--- src/rtl/mem_if_arb_pkg.sv ---
// Shared widths, field offsets, command codes and FSM states
// for the memory-interface arbiter.
package mem_if_arb_pkg;

  localparam int REQ_W  = 87;
  localparam int RESP_W = 51;
  localparam int DATA_W = 32;

  localparam int CMD_LSB   = 84;
  localparam int CMD_W     = 3;
  localparam int ID_LSB    = 68;
  localparam int ID_W      = 16;
  localparam int ADDR_LSB  = 36;
  localparam int ADDR_W    = 32;
  localparam int STRB_LSB  = 32;
  localparam int STRB_W    = 4;
  localparam int WDATA_LSB = 0;
  localparam int RDATA_LSB = 0;

  localparam logic [CMD_W-1:0] CMD_RD = 3'd0;
  localparam logic [CMD_W-1:0] CMD_WR = 3'd1;

  localparam logic [DATA_W-1:0] ERR_DATA = 32'hFFFF_FFFF;

  typedef enum logic [2:0] {
    S_IDLE,
    S_REQ,
    S_RESP,
    S_ERR,
    S_DRAIN
  } state_t;

  function automatic logic [RESP_W-1:0] err_resp();
    return {{(RESP_W-DATA_W){1'b0}}, ERR_DATA};
  endfunction

endpackage

--- src/rtl/mem_if_rr_arb.sv ---
// Rotate-priority picker: first valid requester after
// last_grant wins, wrapping modulo N_REQ.
module mem_if_rr_arb #(
  parameter int N_REQ = 2,
  parameter int IW    = 1
) (
  input  logic [N_REQ-1:0] valid,
  input  logic [IW-1:0]    last_grant,
  output logic [N_REQ-1:0] grant,
  output logic [IW-1:0]    idx
);

  int          c;
  logic [IW-1:0] ci;
  logic        found;

  always_comb begin
    grant = '0;
    idx   = '0;
    found = 1'b0;
    c     = 0;
    ci    = '0;
    for (int k = 1; k <= N_REQ; k++) begin
      c  = (int'(last_grant) + k) % N_REQ;
      ci = IW'(c);
      if (!found && valid[ci]) begin
        found     = 1'b1;
        grant[ci] = 1'b1;
        idx       = ci;
      end
    end
  end

endmodule

--- src/rtl/mem_if_arb.sv ---
// N-to-1 memory-interface arbiter with one outstanding
// transaction, response timeout and late-response drain.
module mem_if_arb
  import mem_if_arb_pkg::*;
#(
  parameter int N_REQ       = 2,
  parameter int TIMEOUT_CYC = 255
) (
  input  logic                          clk_i,
  input  logic                          rst_i,
  input  logic [N_REQ-1:0]              s_req_valid_i,
  output logic [N_REQ-1:0]              s_req_ready_o,
  input  logic [N_REQ-1:0][REQ_W-1:0]   s_req_i,
  output logic [N_REQ-1:0]              s_resp_valid_o,
  input  logic [N_REQ-1:0]              s_resp_ready_i,
  output logic [RESP_W-1:0]             s_resp_o,
  output logic                          m_req_valid_o,
  input  logic                          m_req_ready_i,
  output logic [REQ_W-1:0]              m_req_o,
  input  logic                          m_resp_valid_i,
  output logic                          m_resp_ready_o,
  input  logic [RESP_W-1:0]             m_resp_i,
  output logic                          busy_o,
  output logic                          timeout_o
);

  localparam int IW = (N_REQ > 1) ? $clog2(N_REQ) : 1;
  localparam int TW = (TIMEOUT_CYC > 0) ?
                      $clog2(TIMEOUT_CYC + 1) : 1;
  localparam logic [TW-1:0] TO_VAL = TW'(TIMEOUT_CYC);
  localparam bit TO_EN = (TIMEOUT_CYC != 0);

  state_t             state_q, state_d;
  logic [IW-1:0]      last_q;
  logic [IW-1:0]      grant_q;
  logic [REQ_W-1:0]   payload_q;
  logic [TW-1:0]      timer_q;

  logic [N_REQ-1:0]   arb_oh;
  logic [IW-1:0]      arb_idx;
  logic               any_req;
  logic               expired;
  logic               resp_hs;
  logic               err_hs;

  mem_if_rr_arb #(
    .N_REQ (N_REQ),
    .IW    (IW)
  ) u_rr (
    .valid      (s_req_valid_i),
    .last_grant (last_q),
    .grant      (arb_oh),
    .idx        (arb_idx)
  );

  assign any_req = |s_req_valid_i;
  // A response in the expiry cycle wins over the timeout.
  assign expired = TO_EN && (timer_q == TO_VAL)
                   && !m_resp_valid_i;
  assign resp_hs = m_resp_valid_i && s_resp_ready_i[grant_q];
  assign err_hs  = s_resp_ready_i[grant_q];

  always_ff @(posedge clk_i or posedge rst_i) begin
    if (rst_i) state_q <= S_IDLE;
    else       state_q <= state_d;
  end

  always_comb begin
    state_d = state_q;
    unique case (state_q)
      S_IDLE:  if (any_req) state_d = S_REQ;
      S_REQ:   if (m_req_ready_i) state_d = S_RESP;
      S_RESP: begin
        if (resp_hs)      state_d = S_IDLE;
        else if (expired) state_d = S_ERR;
      end
      S_ERR:   if (err_hs) state_d = S_DRAIN;
      S_DRAIN: begin
        if (m_resp_valid_i || expired) state_d = S_IDLE;
      end
      default: state_d = S_IDLE;
    endcase
  end

  always_ff @(posedge clk_i or posedge rst_i) begin
    if (rst_i) begin
      last_q    <= IW'(N_REQ - 1);
      grant_q   <= '0;
      payload_q <= '0;
      timer_q   <= '0;
    end else begin
      if (state_q == S_IDLE && any_req) begin
        grant_q   <= arb_idx;
        payload_q <= s_req_i[arb_idx];
      end
      if ((state_q == S_RESP && resp_hs) ||
          (state_q == S_ERR && err_hs))
        last_q <= grant_q;
      // REQ and ERR are the only ways into RESP and DRAIN.
      if (state_q == S_REQ || state_q == S_ERR)
        timer_q <= '0;
      else if ((state_q == S_RESP || state_q == S_DRAIN)
               && !m_resp_valid_i && timer_q != '1)
        timer_q <= timer_q + 1'b1;
    end
  end

  always_comb begin
    s_req_ready_o  = '0;
    s_resp_valid_o = '0;
    s_resp_o       = '0;
    m_req_valid_o  = 1'b0;
    m_req_o        = '0;
    m_resp_ready_o = 1'b0;
    busy_o         = 1'b0;
    timeout_o      = 1'b0;
    if (!rst_i) begin
      unique case (state_q)
        S_IDLE: s_req_ready_o = arb_oh;
        S_REQ: begin
          busy_o        = 1'b1;
          m_req_valid_o = 1'b1;
          m_req_o       = payload_q;
        end
        S_RESP: begin
          busy_o                  = 1'b1;
          s_resp_valid_o[grant_q] = m_resp_valid_i;
          s_resp_o                = m_resp_i;
          m_resp_ready_o          = s_resp_ready_i[grant_q];
          timeout_o               = expired;
        end
        S_ERR: begin
          busy_o                  = 1'b1;
          s_resp_valid_o[grant_q] = 1'b1;
          s_resp_o                = err_resp();
        end
        S_DRAIN: begin
          busy_o         = 1'b1;
          m_resp_ready_o = 1'b1;
        end
        default: ;
      endcase
    end
  end

endmodule

--- config.mk ---
export PLATFORM = sky130hd
export DESIGN_NAME = mem_if_arb
export DESIGN_NICKNAME = d
export VERILOG_FILES = /design/src/rtl/mem_if_arb_pkg.sv /design/src/rtl/mem_if_rr_arb.sv /design/src/rtl/mem_if_arb.sv
export SDC_FILE = /design/constraint.sdc
export NUM_CORES = 1
export LEC_CHECK = 0
export ABC_AREA = 0
export CAP_MARGIN = 40
export CORE_AREA = 3 3 148 150
export DETAILED_ROUTE_END_ITERATION = 10
export DIE_AREA = 0 0 151 153
export PLACE_DENSITY = 0.68
export REMOVE_ABC_BUFFERS = 1
export SYNTH_ARGS = -nofsm -noshare
export SYNTH_HDL_FRONTEND = slang
export SYNTH_SLANG_ARGS = --single-unit
--- constraint.sdc ---
create_clock -name clk_i -period 13.8 [get_ports clk_i]
set_input_delay 2.07 -clock clk_i [delete_from_list [all_inputs] [get_ports clk_i]]
set_output_delay 2.07 -clock clk_i [all_outputs]
set_load 0.03 [all_outputs]
* After elaboration in Yosys (flattened, before gate mapping)
Index checks and enable logic that the tools add are counted.
Storage, ports and cells: input bits 233, latch bits 0, ROM bits 0, memories 0, RAM bits 0, register bits 100, logic and storage cells 94
Cells by class: shift operators 0, $add $sub $neg 3, bitwise logic cells 2, multiply operators 0, magnitude comparators 7, reductions and logical operators 22, divide/modulo/power cells 0, mux-type cells 44, equality and inequality tests 11
Operators with widths (count):
- two-way mux 87 bit | 4
- one-hot mux 51 bit (2 select lines) | 1
- two-way mux 51 bit | 1
- two-way mux 1 bit | 19
- two-way mux 3 bit | 6
- two-way mux 8 bit | 2
- one-hot mux 3 bit (5 select lines) | 1
- logical AND 1 bit | 11
- two-way mux 2 bit | 5
- adder 8 x 1 -> 8 bit (second input constant) | 1
- equality test 8 bit (second input constant) | 1
- < comparator 1 x 2 -> 1 bit (second input constant) | 4
- != test 2 bit (second input constant) | 4
- != test 8 bit (second input constant) | 1
- equality test 3 x 2 -> 1 bit (second input constant) | 2
- AND reduction 5 bit | 1
- logical OR 1 bit | 4
- one-hot mux 2 bit (2 select lines) | 1
- OR reduction 4 bit | 1
- demux 1 bit (select 1 bit) | 3
- equality test 3 x 1 -> 1 bit (second input constant) | 1
- equality test 3 bit (second input constant) | 1
- greater-or-equal comparator 1 bit (second input constant) | 3
- logical NOT 3 bit | 1
- 8 further kinds | 10

* Logic depth before layout (Yosys ltp)
word-level depth 10, depth in mapped cells 7, depth with buffers taken out 5

* Hierarchy
From an unflattened synthesis, not the netlist that was laid out.
Unflattened totals: cell total of the unflattened synthesis 628, area total of the unflattened synthesis 5788.1 um^2
Modules (own cells, without submodules):
- mem_if_arb | area an instance 5761.8 um^2, instances 1, sequential area each 2503.7 um^2, cells an instance 624
- mem_if_rr_arb | area an instance 26.3 um^2, instances 1, sequential area each 0.0 um^2, cells an instance 4

* Least setup slack after synthesis
No wires, ideal clock.
path type in2out, start point input port rst_i, end point output port s_resp_o[10], arrival time 5.457 ns, cell stages on the path 6, slack 6.273 ns, required time 11.730 ns, cells stage by stage clkbuf_1 > inv_1 > and3_1 > clkbuf_1 > clkbuf_1 > a21o_1
On the way: cells in the longest elaborated chain, start to end 1
Ends and longest elaborated chain:
- from (decl) | RTL line mem_if_arb.sv:10 | input logic rst_i,
- two-way mux 51 bit | RTL line mem_if_arb.sv:117 | if (!rst_i) begin
- to (decl) | RTL line mem_if_arb.sv:16 | output logic [RESP_W-1:0] s_resp_o,
No other way between the ends.

* Worst setup path in the final report
start point input port rst_i, end point output port s_resp_o[28]
The elaborated chain is that of the path after synthesis.

==> impl_metrics.tcl <==
set metrics [dict create \
    core_area_sq_um 20800 \
    timing.final.crit_period_ns 6.94 \
    clkLatencyLatePin_ns 0.34 \
    critical_path_at_ns 4.87 \
    holdCritPathClass "flip-flop to flip-flop" \
    num_antenna_cells 0 \
    cts.htree.levels 3 \
    placement.setup.worst_slack_ns 6.79 \
    run_status "completed" \
    grt_setup_unrepaired "false" \
    power_w 0.00179 \
    critical_path_class "primary input to primary output" \
    maxCapViolations 0 \
    synth_top_area_share_pct 42.6 \
    clock_sink_count 100 \
    dpl.hpwl_microns 15900 \
    finalClockSkew_ns 0.00765 \
    global_route.usage.total_pct 17.0 \
    dieArea_sq_um 23100 \
    finalHoldViolations 0 \
    netlist.top_cell.by_area "sky130_fd_sc_hd__dfrtp_1" \
    cts.repair_timing.setup_buffer_count 0 \
    detail_route.vias_per_cell 4.52 \
    slew_violations 0 \
    placement_rows 53 \
    synth-edff-count 0 \
    worstMarginPinSlew_ns 0.866 \
    max-clock-path-buffers 2 \
    die-height_microns 153 \
    area_delta_synth_final_pct 74.6 \
    grt_start_max_net_pins 70 \
    overflow 0 \
    top_level_ports 379 \
    synthTopCellsByCount "sky130_fd_sc_hd__and2_1 (107), sky130_fd_sc_hd__dfrtp_1 (99), sky130_fd_sc_hd__nor2_1 (98)" \
    drt_first_pass_iters 4 \
    cts.hold.buffers_added 0 \
    postSynth.asyncResetShare_pct 100 \
    post_drt_wl_per_cell_microns 16.1 \
    postSynthCellCount 640 \
    slew-limit-headroom_pct 42.2 \
    synth_top_cells_by_area "sky130_fd_sc_hd__dfrtp_1 (43%), sky130_fd_sc_hd__mux2i_1 (15%), sky130_fd_sc_hd__and2_1 (12%), sky130_fd_sc_hd__a21oi_1 (7.9%), sky130_fd_sc_hd__nor2_1 (6.3%)" \
    synthesis.yosys.warnings 0 \
    post_layout_utilization_of_the_core_pct 48.8 \
    dr_total_vias 5708 \
    worst_slack_ns 6.86 \
    grt_antenna_before_repair 0 \
    p_comb_share_pct 56.2 \
    cp_max_fo 53 \
    vias_in_the_first_global_route 5563 \
    clock_tree.root_cell "sky130_fd_sc_hd__clkbuf_16" \
    port_buffers 378 \
    power_frac_seq_pct 29.2 \
    tritoncts "built" \
    final_antenna_net_count 0 \
    grt_first_pass_wirelength_microns 31000 \
    post_synth_instance_area_sq_um 5810 \
    worst_setup_path_start_kind "primary input" \
    min_period_over_period_pct 50.3 \
    place_congestion 0.753 \
    start_util_pct 27.9 \
    die_x_microns 151 \
    internal_power_w 0.00102 \
    synth.avg_cell_area_sq_um 9.08 \
    power_switching_share_pct 43.1 \
    required_ns 11.73 \
    ctsResizeCount 0 \
    synth-seq-cells 100 \
    drive_gt1_share_pct 3.34 \
    totalNegativeSetupSlack_ns 0 \
    power_density_nw_per_um2 176 \
    initialDrtViolationCount 311 \
    clk_pin_slew_ns 0.07 \
    clock.fmax_mhz 144 \
    share_clk_of_total_power_pct 14.6 \
    detail_route.wirelength_microns 20400 \
    fraction_of_the_yosys_area_taken_by_sequential_cells_pct 43.1 \
    postSynth.topFlopCell "sky130_fd_sc_hd__dfrtp_1" \
    ir_drop_mv 0.0904 \
    cts_made_buffers 9 \
    static-leakage-power_nw 4.25 \
    design.final.nets 1219 \
    p_switching_w 0.000771 \
    yosys.cell_count.top_type "sky130_fd_sc_hd__and2_1" \
    drc 0 \
    synth_cell_types 38 \
    worstSetupEndpointType "primary output" \
    finalSetupViolCount 0 \
]
## sequential cells by signal (all words and copies together) (netlist names)
name / count
payload_q: 87
timer_q: 8
state_q: 3
grant_q: 1
last_q: 1
## metal layers
layer	track usage [%]	vias to the layer above	share of wire, %	routed length [microns]
met5	0	-	0	0
met3	3.88	23	7.9	1610
li1	-	2862	-	-
met1	21.8	2604	42	8530
met2	28.8	219	49	9960
met4	4.02	0	1.4	278
## worst paths after layout
kind	end	startpoint	cells past startpoint	slack (ns)
max in group asynchronous	payload_q[63]$_DFFE_PP0P_	rst_i	3	10.19
worst min-delay path	timer_q[2]$_DFFE_PP0P_	timer_q[2]$_DFFE_PP0P_	1	0.52
worst max register to register	payload_q[16]$_DFFE_PP0P_	state_q[1]$_DFFE_PP0P_	6	10.31
worst max-delay path	s_resp_o[28]	rst_i	6	6.86
worst min register to register	timer_q[2]$_DFFE_PP0P_	timer_q[2]$_DFFE_PP0P_	1	0.52
min in group asynchronous	grant_q$_DFFE_PP0P_	rst_i	2	2.50
## power groups by stage
| stage | Clock (W) | Combinational (W) | Sequential, W |
|---|---|---|---|
| 5_1_grt | 0.000286 | 0.00110 | 0.000541 |
| 4_1_cts | 0.000273 | 0.00102 | 0.000524 |
| 3_5_place_dp | 0 | 0.00102 | 0.000529 |
| 6_report | 0.000262 | 0.00101 | 0.000522 |
| 2_1_floorplan | 0 | 0.000677 | 0.000492 |
| 3_3_place_gp | 0 | 0.000991 | 0.000528 |
## through the flow
stage	std cells	area (sq um)	hold slack (ns)
4_1_cts	1264	10200	0.526
3_5_place_dp	1249	9850	0.511
5_1_grt	1264	10200	0.550
2_1_floorplan	587	5580	0.477
6_report	1264	10200	0.517
3_3_place_gp	1247	9790	0.499
## worst max-delay path, cell delays in order
cell and delay [ns]:
sky130_fd_sc_hd__clkdlybuf4s50_1 0.64, sky130_fd_sc_hd__inv_4 0.61, sky130_fd_sc_hd__and3_1 0.53, sky130_fd_sc_hd__buf_16 0.21, sky130_fd_sc_hd__a21o_1 0.09, sky130_fd_sc_hd__clkdlybuf4s50_1 0.69
## layout make-up
class | count | area [sq um]
clock buffer | 10 | 239
clock inverter | 5 | 65.1
fill | 1985 | 10700
inverter | 6 | 25.0
multi-input combinational | 481 | 3080
sequential | 100 | 2500
tap | 275 | 344
timing repair buffer | 387 | 3890
## layout by cell type, fill, tap and decap left out, drive strengths merged, types with 3 or more instances in the layout
master,netlist,routed
nor2b,4,4
buf,28,9
clkbuf,25,10
and3,3,3
nand2,7,7
o21ai,6,6
clkdlybuf4s50,0,378
nand3,3,3
nor2,98,98
inv,6,10
nand2b,3,3
o31ai,3,3
o211ai,3,3
a21oi,92,92
a21o,32,32
nor3,10,10
and2,107,107
dfrtp,99,99
mux2i,89,89
a211oi,3,3
## cell families after synthesis
kind of cell	count (synthesis)	share of synthesized area, %
xor+xnor	2	0.301
fa+ha+maj	1	0.215
mux	91	15.7
compound gates	146	14.9
simple gates	241	21.4
flops	100	43.1
buf+inv	59	4.43
Note: power is estimated with default switching activity, not from simulation.
